### config.mk
export PLATFORM = sky130hd
export DESIGN_NAME = dskw_frame_ctrl
export DESIGN_NICKNAME = d
export VERILOG_FILES = /design/src/rtl/dskw_frame_ctrl.sv
export SDC_FILE = /design/constraint.sdc
export NUM_CORES = 1
export LEC_CHECK = 0
export CAP_MARGIN = 20
export CORE_ASPECT_RATIO = 0.6
export CORE_MARGIN = 2
export CORE_UTILIZATION = 45
export DETAILED_ROUTE_END_ITERATION = 10
export PLACE_DENSITY_LB_ADDON = 0.12
export REMOVE_ABC_BUFFERS = 1
export SLEW_MARGIN = 25
export SYNTH_ARGS = -nofsm -noshare
export SYNTH_HDL_FRONTEND = slang
export SYNTH_SLANG_ARGS = --single-unit
### constraint.sdc
create_clock -name clk -period 3.01 [get_ports clk]
set_input_delay 0.301 -clock clk [delete_from_list [all_inputs] [get_ports clk]]
set_output_delay 0.301 -clock clk [all_outputs]
set_load 0.01 [all_outputs]
### src/rtl/dskw_frame_ctrl.sv
// Frame sequencer around the Deskew engine: loads one image into BRAM port A,
// starts Deskew, waits for completion, then streams the result out.
module dskw_frame_ctrl #(
    parameter int WIDTH      = 16,
    parameter int ADDR_W     = 11,
    parameter int IMG_PIXELS = 784,
    parameter int OUT_BASE   = 784
) (
    input  logic              clk,
    input  logic              reset,
    input  logic              s_valid,
    input  logic [WIDTH-1:0]  s_data,
    output logic              s_ready,
    input  logic              s_last,
    output logic              dskw_start,
    input  logic              dskw_ready,
    output logic              bram_en,
    output logic              bram_we,
    output logic [ADDR_W-1:0] bram_addr,
    output logic [WIDTH-1:0]  bram_wdata,
    input  logic [WIDTH-1:0]  bram_rdata,
    output logic              m_valid,
    output logic [WIDTH-1:0]  m_data,
    output logic              m_last,
    input  logic              m_ready,
    output logic              busy,
    output logic              frame_done,
    output logic              len_err
);

    localparam int               CNT_W    = $clog2(IMG_PIXELS + 1);
    localparam logic [CNT_W-1:0] NPIX     = CNT_W'(IMG_PIXELS);
    localparam logic [CNT_W-1:0] LAST_IDX = CNT_W'(IMG_PIXELS - 1);

    localparam logic [1:0] ST_LOAD  = 2'd0;
    localparam logic [1:0] ST_START = 2'd1;
    localparam logic [1:0] ST_RUN   = 2'd2;
    localparam logic [1:0] ST_DRAIN = 2'd3;

    logic [1:0]       state;
    logic [CNT_W-1:0] load_cnt;
    logic [CNT_W-1:0] rd_cnt;
    logic [CNT_W-1:0] out_cnt;

    logic [WIDTH-1:0] fifo_mem [2];
    logic             fifo_rd_ptr;
    logic             fifo_wr_ptr;
    logic [1:0]       fifo_count;
    logic             inflight;

    logic             beat;
    logic             pop;
    logic             push;
    logic             rd_issue;
    logic [2:0]       occupancy;

    always_comb begin
        s_ready    = (state == ST_LOAD) && !reset;
        beat       = s_valid && s_ready;
        m_valid    = (fifo_count != 2'd0);
        pop        = m_valid && m_ready;
        push       = inflight;
        occupancy  = {1'b0, fifo_count} + {2'b00, inflight};
        // A same-cycle pop frees a slot, so it is credited to keep 1 pixel/clk.
        rd_issue   = (state == ST_DRAIN) && (rd_cnt < NPIX) &&
                     (occupancy <= (3'd1 + {2'b00, pop}));

        bram_en    = beat || rd_issue;
        bram_we    = beat;
        bram_wdata = beat ? s_data : '0;
        if (beat)
            bram_addr = ADDR_W'(load_cnt);
        else if (rd_issue)
            bram_addr = ADDR_W'(OUT_BASE) + ADDR_W'(rd_cnt);
        else
            bram_addr = '0;

        dskw_start = (state == ST_START);
        m_data     = m_valid ? fifo_mem[fifo_rd_ptr] : '0;
        m_last     = m_valid && (out_cnt == LAST_IDX);
        busy       = !reset && !((state == ST_LOAD) && (load_cnt == '0));
    end

    always_ff @(posedge clk) begin
        if (push)
            fifo_mem[fifo_wr_ptr] <= bram_rdata;
    end

    always_ff @(posedge clk) begin
        if (reset) begin
            state       <= ST_LOAD;
            load_cnt    <= '0;
            rd_cnt      <= '0;
            out_cnt     <= '0;
            fifo_rd_ptr <= 1'b0;
            fifo_wr_ptr <= 1'b0;
            fifo_count  <= 2'd0;
            inflight    <= 1'b0;
            frame_done  <= 1'b0;
            len_err     <= 1'b0;
        end else begin
            frame_done <= 1'b0;
            inflight   <= rd_issue;

            if (push)
                fifo_wr_ptr <= ~fifo_wr_ptr;
            if (pop)
                fifo_rd_ptr <= ~fifo_rd_ptr;
            if (push && !pop)
                fifo_count <= fifo_count + 2'd1;
            else if (pop && !push)
                fifo_count <= fifo_count - 2'd1;

            case (state)
                ST_LOAD: begin
                    if (beat) begin
                        if (s_last != (load_cnt == LAST_IDX))
                            len_err <= 1'b1;
                        if (load_cnt == LAST_IDX) begin
                            load_cnt <= '0;
                            state    <= ST_START;
                        end else begin
                            load_cnt <= load_cnt + 1'b1;
                        end
                    end
                end
                ST_START: begin
                    if (!dskw_ready)
                        state <= ST_RUN;
                end
                ST_RUN: begin
                    if (dskw_ready)
                        state <= ST_DRAIN;
                end
                default: begin
                    if (rd_issue)
                        rd_cnt <= rd_cnt + 1'b1;
                    if (pop) begin
                        if (out_cnt == LAST_IDX) begin
                            out_cnt    <= '0;
                            rd_cnt     <= '0;
                            frame_done <= 1'b1;
                            state      <= ST_LOAD;
                        end else begin
                            out_cnt <= out_cnt + 1'b1;
                        end
                    end
                end
            endcase
        end
    end

endmodule

==> impl.org, run 1 <==
** Run status
- The flow ran to the end, and the final reports show no timing, DRC or antenna violations.

** STA
- Across all hold checks on the routed design, the worst slack comes to ~0.45 ns.
- Setup violations remaining at the end of the flow were counted as 0.
- The final max-slew violation count was 0.
- Static timing analysis puts the maximum clock frequency at 0.341 GHz.
- The clock arrives with ~0.0030 ns of skew.
- Final number of hold-violating endpoints :: 0
- For the pin with the worst max-slew slack, the measured transition is about 0.75 ns.
- Headroom to the max-slew limit came out at 0.500.
- Final worst path period share :: 0.973
- Setup repair after global routing could not meet its margin everywhere.
- Post-route setup TNS :: 0 ns
- Post-layout min period :: between 2 and 3 ns
- Final worst-path setup slack :: a little over 0.08 ns

** Yosys
- Number of distinct library cells after synthesis :: 45
- Most used DFF post-synth :: sky130_fd_sc_hd__dfxtp_1
- Cell taking the most area after synthesis :: sky130_fd_sc_hd__edfxtp_1
- Ys Warns :: 0
- Combined area of all synthesized cells :: about 3600 um^2
- Avg Synthesized Cell Area :: just under 10 um^2
- For this run, the register share of the synthesized area comes to 0.491.
- Synthesis produced a netlist whose cell count is around 360.
- Top cell type's share of synthesized area :: 0.268
- Top cells by area in the synthesized netlist :: sky130_fd_sc_hd__edfxtp_1 27%, sky130_fd_sc_hd__dfxtp_1 22%, sky130_fd_sc_hd__ha_1 5.6%
- Counting flops with a built-in enable in the synthesized netlist gives 32.
- In the synthesized netlist, the cells that appear most often are 40 x sky130_fd_sc_hd__dfxtp_1, 40 x sky130_fd_sc_hd__nor2_1, 32 x sky130_fd_sc_hd__edfxtp_1.
- Number of register bits inferred by synthesis :: just over 70
- After synthesis, the share of flip-flops with an asynchronous set or reset is 0.

** Clock tree
- Num CTS Buffers :: 9
- Buffer cell driving the clock tree root :: sky130_fd_sc_hd__clkbuf_16
- After clock tree synthesis, the clock-pin slew on the worst setup and hold paths is approximately 0.050 ns.
- The H-tree was split into 3 levels.
- CTS saw 72 sinks.
- TritonCTS built the clock tree.
- The longest clock path from root to sink contains 2 buffers.
- The later pin in the worst-skew pair is clocked with a latency of around 0.33 ns.
- In this run, post-CTS hold repair placed 0 buffers.

** Drt
- Via count of the routed design :: 2967
- In this run the remaining antenna-violating nets after routing total 0.
- Remaining DRCs :: 0
- Dividing the detail-routed wire length by the instance count gives roughly 15 um.
- The first TritonRoute pass finished after 4 iterations.
- Drt first-iter violations :: roughly 170
- Detailed-route vias per instance :: 5.11
- Sum of routed wire length over all layers :: 8540 um

** Critical path
- Data arrival, critical path :: about 2.6 ns
- The number of cells on the worst reg-to-reg path is 13.
- Crit. path cell count :: 12
- Worst Path Class, Setup :: reg -> out
- Data required time at the worst endpoint :: around 2.7 ns
- Crit-path leading delay family :: compound AO/OA/AOI/OAI gates
- Traced cell by cell, the critical path runs through nor2_2 -> inv_1 -> nand2_2 -> inv_2 -> fa_1 -> o31a_1 -> o221ai_2 -> buf_4 -> buf_12 -> nor2_4 -> a22o_1 -> buf_2.
- Type of origin of the critical path :: flip-flop
- Counting both buffers and inverters, the worst setup path holds a total of 5.
- On the worst path, the slowest cell contributes a delay of between 0.4 and 0.5 ns.
- Endpoint type of the worst setup path :: primary output
- Biggest fanout along the worst timing path :: 4
- On the critical path, the stage with the largest delay is an instance of sky130_fd_sc_hd__fa_1.

** Cells and area
- After routing the design area is slightly above 5000 um^2.
- Share of post-route cells with drive strength above 1 :: 0.150
- Area growth syn-to-layout :: 40.3%
- Number of antenna diodes :: 0
- FILL cells :: roughly 660
- Net count reported at finish :: about 520

** Global route
- For this run, the total global-route usage over all layers was measured as 0.206.
- Entering global routing, the biggest net connects 25 pins.
- Via count of the first global-routing pass :: around 2800
- Wire length of the first global-routing pass :: ~14000 um
- Summed over all layers, the global routing overflow is 0.
- The number of antenna violations at the first check in global routing came to 0.

** Hold path
- Number of cells traversed by the worst hold path :: 2
- Kind of path behind the tightest hold check :: reg -> reg

** Floorplanning
- Die outline width :: 119 um
- The floorplan has 25 rows.
- Starting density of the core :: 0.460
- Number of placed I/O pins :: 90
- The total area inside the core boundary comes to 7790 um^2.
- The floorplan step defined a die boundary enclosing 8720 um^2.
- Die Ht :: between 70 and 80 um

** Power
- Seq pwr share :: 0.467
- Overall power consumption after layout is estimated at ~2.2 mW.
- Of the total power, combinational logic draws 0.059.
- Of the total power, the clock network draws 0.474.
- For this design the total switching power over the nets is roughly 440 uW.
- Across the VDD grid, the largest voltage drop is 0.244 mV.
- Cell internal pwr :: between 1.5 and 2 mW
- Leakage :: around 1.8 nW
- In this run the power density over the cells is between 400 and 500 nW/um^2.
- Of the total power, the share spent switching nets is 0.199.

** Placed design
- Post-DP Area :: 4690 um^2
- Port buffer count :: 89
- Detailed placement finished with a half-perimeter wire length of between 6000 and 7000 um.
- Prior to clock tree synthesis, the placed netlist has a worst setup slack of -0.299 ns.
- RD Place Congestion :: about 0.84

** Run
- The tool flagged a number of max-cap violations equal to 0.
[repair_timing]
item	in CTS	in global routing
setup endpoints to repair	12	23
pin swaps	4	5
setup buffers	3	2
resized for setup	16	39
[routing by layer]
metal,up-vias,routed length (um),part of all wire,global-route usage
li1,1499,-,-,-
met1,1378,4240,0.50,0.298
met2,81,3660,0.43,0.291
met3,9,579,0.068,0.0797
met4,0,59,0.0069,0.0476
met5,-,0,0,0
[worst paths after layout]
| path | from | end | slack, ns |
|---|---|---|---|
| worst min-delay path | len_err | len_err | 0.45 |
| worst max-delay path | fifo_count[1] | bram_addr[3] | 0.08 |
| worst min register to register | len_err | len_err | 0.45 |
| worst max register to register | fifo_count[1] | rd_cnt[8] | 0.10 |
[layout by cell type, fill, tap and decap left out, types with 9 or more instances in the layout]
cell                               n
sky130_fd_sc_hd__nor2_1           38
sky130_fd_sc_hd__inv_1            14
sky130_fd_sc_hd__edfxtp_1         32
sky130_fd_sc_hd__clkbuf_16         9
sky130_fd_sc_hd__mux2i_1          19
sky130_fd_sc_hd__buf_4            22
sky130_fd_sc_hd__and2_1           18
sky130_fd_sc_hd__o21ai_0          16
sky130_fd_sc_hd__nand2_1          20
sky130_fd_sc_hd__clkbuf_2         11
sky130_fd_sc_hd__ha_1             15
sky130_fd_sc_hd__dfxtp_1          39
sky130_fd_sc_hd__nand3_1          15
sky130_fd_sc_hd__xor2_1           12
sky130_fd_sc_hd__clkdlybuf4s50_1  77
sky130_fd_sc_hd__a21oi_1          19
[worst register-to-register path, stage by stage (launching register included)]
cell	delay, ns
sky130_fd_sc_hd__dfxtp_1	0.32
sky130_fd_sc_hd__nor2_2	0.13
sky130_fd_sc_hd__inv_1	0.08
sky130_fd_sc_hd__nand2_2	0.10
sky130_fd_sc_hd__inv_2	0.05
sky130_fd_sc_hd__fa_1	0.49
sky130_fd_sc_hd__nor3b_2	0.27
sky130_fd_sc_hd__o221ai_2	0.14
sky130_fd_sc_hd__buf_4	0.16
sky130_fd_sc_hd__buf_4	0.12
sky130_fd_sc_hd__buf_4	0.13
sky130_fd_sc_hd__buf_4	0.18
sky130_fd_sc_hd__or4_1	0.54
sky130_fd_sc_hd__a21oi_2	0.14
[through the flow]
step | instances | utilization
detailed placement | 560 | 0.602
global placement | 560 | 0.602
global route | 581 | 0.646
CTS | 579 | 0.645
floorplan | 344 | -
finish | 581 | 0.646
[power groups by stage]
stage	logic [mW]	clock network [mW]	registers (mW)
after floorplan	0.0352	0	1.05
after global placement	0.129	0	1.05
after detailed placement	0.130	0	1.05
after CTS	0.130	1.06	1.03
after global routing	0.141	1.10	1.03
final	0.129	1.04	1.03
[registers in the layout (all words and copies together) (netlist names), named ones only]
name	cells
fifo_rd_ptr	1
load_cnt	10
out_cnt	10
rd_cnt	10
len_err	1
state	2
fifo_wr_ptr	1
inflight	1
fifo_count	2
frame_done	1
fifo_mem	32
[logic make-up (layout without fill, tap and decap cells)]
group / after synthesis / count (layout) / share of synthesized area
and+or+nand+nor: 141 / 141 / 0.207
DFF: 72 / 72 / 0.491
AOI/OAI and AO/OA: 58 / 58 / 0.102
buffers and inverters: 34 / 146 / 0.0356
muxes: 20 / 20 / 0.0562
xor gates and xnor gates: 19 / 19 / 0.0464
adders and majority gates: 17 / 17 / 0.0614
[area by class of cell]
class | count | area, um^2 | area share
well taps | 108 | 135 | 0.0269
clock inverters | 6 | 58.8 | 0.0117
clock buffers | 10 | 239 | 0.0475
flip-flops and latches | 72 | 1760 | 0.350
multi-input cells | 255 | 1740 | 0.347
repair buffers | 113 | 1030 | 0.204
inverters | 17 | 63.8 | 0.0127
No activity file was read; power rests on OpenSTA's default activity.
==> run 2: changes to the inputs <==
--- a/config.mk
+++ b/config.mk
@@ -6,11 +6,11 @@
 export NUM_CORES = 1
 export LEC_CHECK = 0
 export CAP_MARGIN = 20
-export CORE_ASPECT_RATIO = 0.6
 export CORE_MARGIN = 2
 export CORE_UTILIZATION = 45
 export DETAILED_ROUTE_END_ITERATION = 10
 export PLACE_DENSITY_LB_ADDON = 0.12
+export RECOVER_POWER = 25
 export REMOVE_ABC_BUFFERS = 1
 export SLEW_MARGIN = 25
 export SYNTH_ARGS = -nofsm -noshare
==> constraint.sdc (replaced) <==
create_clock -name clk -period 3.01 [get_ports clk]
set_input_delay 0.301 -clock clk [delete_from_list [all_inputs] [get_ports clk]]
set_output_delay 0.301 -clock clk [all_outputs]
set_load 0.02 [all_outputs]
==> run 2 against run 1 <==
Critical path type unchanged. Combinational power up 3%. Final cell count down 1.5%. Sequential power about the same. Via count down 0.94%. Sequential share of layout area up 0.91 points. Fmax up 0.95%. Utilization down 1.1 points.
==> impl.org, run 2 (synthesis results as in run 1) <==
** Global route
- Number of antenna violations at the first check in global routing :: 0 (unchanged)
- Overall Global Routing Usage :: 0.189 (-0.0166)
- The first-pass GRT wire length was 13100 um (-5.0%).
- Maximum number of pins on one net before global-route repair :: 25 (unchanged)
- The number of global-route vias before repair was 2834 (+0.32%).
- The leftover overflow at the end of global routing came to 0 (unchanged).

** Placed design
- Port buffer count :: 89 (unchanged)
- Post-Place Setup Slack :: -0.292 ns (+0.00685 ns)
- The routability-driven placement congestion ratio was 0.821 (-1.7%).
- Post-DP Area :: 4700 um^2 (+0.16%)
- The sum of net half-perimeters after detailed placement is 5650 um (-7.2%).

** STA
- Final worst-path setup slack :: 0.108 ns (+0.0277 ns)
- Final worst path period share :: 0.964 (-0.00920)
- Fmax :: 0.345 GHz (+0.95%)
- The remaining max-slew budget at the tightest pin was 0.293 (-0.207).
- The slew at the pin closest to its max-slew limit is 1.06 ns (+0.310 ns).
- Max-slew violations :: 0 (unchanged)
- The clock tree skew after final layout was 0.00656 ns (+0.00357 ns).
- The minimum period implied by the final worst setup slack is 2.90 ns (-0.0277 ns).
- The number of setup violations in the final report was 0 (unchanged).
- Final number of hold-violating endpoints :: 0 (unchanged)
- Setup repair after global routing left no endpoint under its margin.
- Post-route setup TNS :: 0 ns (unchanged)
- The tightest hold margin was 0.446 ns (-0.00356 ns).

** Critical path
- The delay contributed by the slowest stage of the critical path is 0.49 ns (about the same).
- Cell with the largest stage delay on the worst path :: sky130_fd_sc_hd__fa_1
- The data required time at the worst endpoint was 2.71 ns (about the same).
- Cell with the most instances on the worst path :: sky130_fd_sc_hd__buf_4
- Sequence of cells on the critical path :: buf_4 -> ha_4 -> inv_2 -> fa_1 -> o31a_1 -> o221ai_2 -> buf_4 -> nor2_2 -> a22o_1 -> buf_4
- Launch point of the critical path :: fifo_count[0]
- Endpoint type of the worst setup path :: primary output
- Type of origin of the critical path :: flip-flop
- On the critical path the largest part of the delay comes from compound AO/OA/AOI/OAI gates.
- The worst-case register-to-register setup slack came to 0.47 ns (+0.37 ns).
- Data arrival, critical path :: 2.60 ns (-0.03 ns)
- The largest driver fanout on the critical path is 4 (unchanged).
- The count of buffering cells on the critical path with inverters included came to 4 (-1).
- The worst register-to-register path begins at fifo_count[0].
- Worst Path Class, Setup :: reg -> out

** Run
- The number of max-cap violations was 0 (unchanged).

** Power
- The maximum vdd ir drop was 0.198 mV (-19%).
- Fraction of power consumed by combinational cells :: 0.067 (+0.008)
- Cell internal pwr :: 1.57 mW (-11%)
- Switching Fraction :: 0.213 (+0.0147)
- The total power density per cell area is 406 nW/um^2 (-7.0%).
- The net load switching power was 425 uW (-2.6%).
- The share of power burned in registers came to 0.515 (+0.048).
- Leakage :: 1.77 nW (-3.6%)
- Clock network fraction of total power :: 0.419 (-0.055)

** Cells and area
- Final core utilization :: 0.634 (-0.0114)
- Register with the highest flop count :: fifo_mem
- The number of nets in the layout was 520 (-0.57%).
- Final non-filler cell area :: 4900 um^2 (-2.5%)
- Number of antenna diodes :: 0 (unchanged)
- The fraction of layout instances using a drive strength above 1 came to 0.130 (-0.0203).
- Top library cells by usage in the layout, fill and taps aside :: 60 x sky130_fd_sc_hd__clkdlybuf4s50_1, 39 x sky130_fd_sc_hd__dfxtp_1, 38 x sky130_fd_sc_hd__nor2_1
- Relative to the synthesized area, the layout overhead comes to 36.8%.
- Leaving out fill and tap cells, the most frequent cell in the layout is sky130_fd_sc_hd__clkdlybuf4s50_1.
- The number of flip-flops in the largest register is 32 (unchanged).

** Clock tree
- The number of clock buffers inserted by TritonCTS was 9 (unchanged).
- The setup fix buffers added after clock tree synthesis came to 0 (-3).
- TritonCTS built the clock tree.
- The number of sinks handled by clock tree synthesis came to 72 (unchanged).
- Clock Path Buffers :: 2 (unchanged)
- Hold_buf cts :: 0 (unchanged)
- The number of levels in the clock H-tree came to 3 (unchanged).
- The root buffer cell chosen for the clock tree is sky130_fd_sc_hd__clkbuf_8.
- The clock latency of the later-clocked register in the worst-skew pair was 0.34 ns (about the same).
- Clock transition time at the flip-flop clock pins of the worst setup and hold paths :: 0.08 ns (+0.03 ns)

** Drt
- The total via count after detailed routing was 2939 (-0.94%).
- Drt first-iter violations :: 165 (-5.2%)
- The post-route DRC violation count came to 0 (unchanged).
- The detail-routed net length per standard cell came to 13.7 um (-6.7%).
- The count of antenna-violating nets left after detailed routing came to 0 (unchanged).
- The total routed wirelength was 7850 um (-8.1%).
- Detailed Routing Iterations Pass 1 :: 5 (+1)
- Detailed-route vias per instance :: 5.14 (+0.61%)

** Floorplanning
- The number of core rows is 32 (+28%).
- Die Ht :: 93.3 um (+28%)
- Total die area :: 8700 um^2 (-0.27%)
- Number of placed I/O pins :: 90 (unchanged)
- The starting density of the core was 0.464 (+0.00365).
- The die outline width was 93.3 um (-22%).
- The area of the core was 7730 um^2 (-0.79%).

** Run status
- Status :: complete, no violations

** Hold path
- The worst hold path begins at len_err.
- The tightest min-delay check is of the reg -> reg type.
==> run 2: cell types whose count changed in the layout (fill, tap and decap cells not counted), sizes merged <==
cell and delta:
bufinv +1, buf -1, clkinvlp +1, dlygate4sd2 +1, clkinv -2, dlygate4sd3 +17
clkbuf -4, clkdlybuf4s50 -17, clkdlybuf4s15 +1
==> run 2: what timing repair did <==
item,CTS,global route
endpoints found under the setup margin,12,12
resized for setup,42,18
pin swaps,1,4
==> run 2: path summary, 6_finish.rpt <==
path / to / cells past startpoint
worst max-delay path: bram_addr[3] / 10
worst min-delay path: len_err / 2
worst max register to register: rd_cnt[8] / 10
worst min register to register: len_err / 2
==> run 2: tightest hold or removal path, cell delays in order (launching register included) <==
cell	delay [ns]
sky130_fd_sc_hd__dfxtp_1	0.31
sky130_fd_sc_hd__inv_1	0.05
sky130_fd_sc_hd__a21oi_1	0.04
==> run 2: layout make-up <==
type	instances	area (um^2)
inverter	17	63.8
multi-input combinational	255	1730
sequential	72	1760
timing repair buffer	110	997
clock buffer	10	128
tap	102	128
clock inverter	6	93.8
fill	648	2830
==> run 2: layer usage <==
metal  wire length [um]  up-vias  global-route usage
li1                   -     1484                   -
met1               3770     1372               0.248
met2               3640       77               0.312
met3                389        6              0.0492
met4                 40        0              0.0490
met5                  0        -                   0
==> run 2: power by group through the flow <==
stage          registers, mW  logic, mW  clock network [mW]
3_3_place_gp            1.05      0.138                   0
4_1_cts                 1.02      0.140               0.858
6_report                1.03      0.133               0.834
5_1_grt                 1.03      0.143               0.894
2_1_floorplan           1.05     0.0449                   0
3_5_place_dp            1.05      0.140                   0
==> run 2: stage by stage <==
| step | cells | total power [mW] |
|---|---|---|
| 2_1_floorplan | 344 | 1.09 |
| 3_3_place_gp | 556 | 1.19 |
| 3_5_place_dp | 556 | 1.19 |
| 4_1_cts | 572 | 2.02 |
| 5_1_grt | 572 | 2.06 |
| 6_report | 572 | 1.99 |
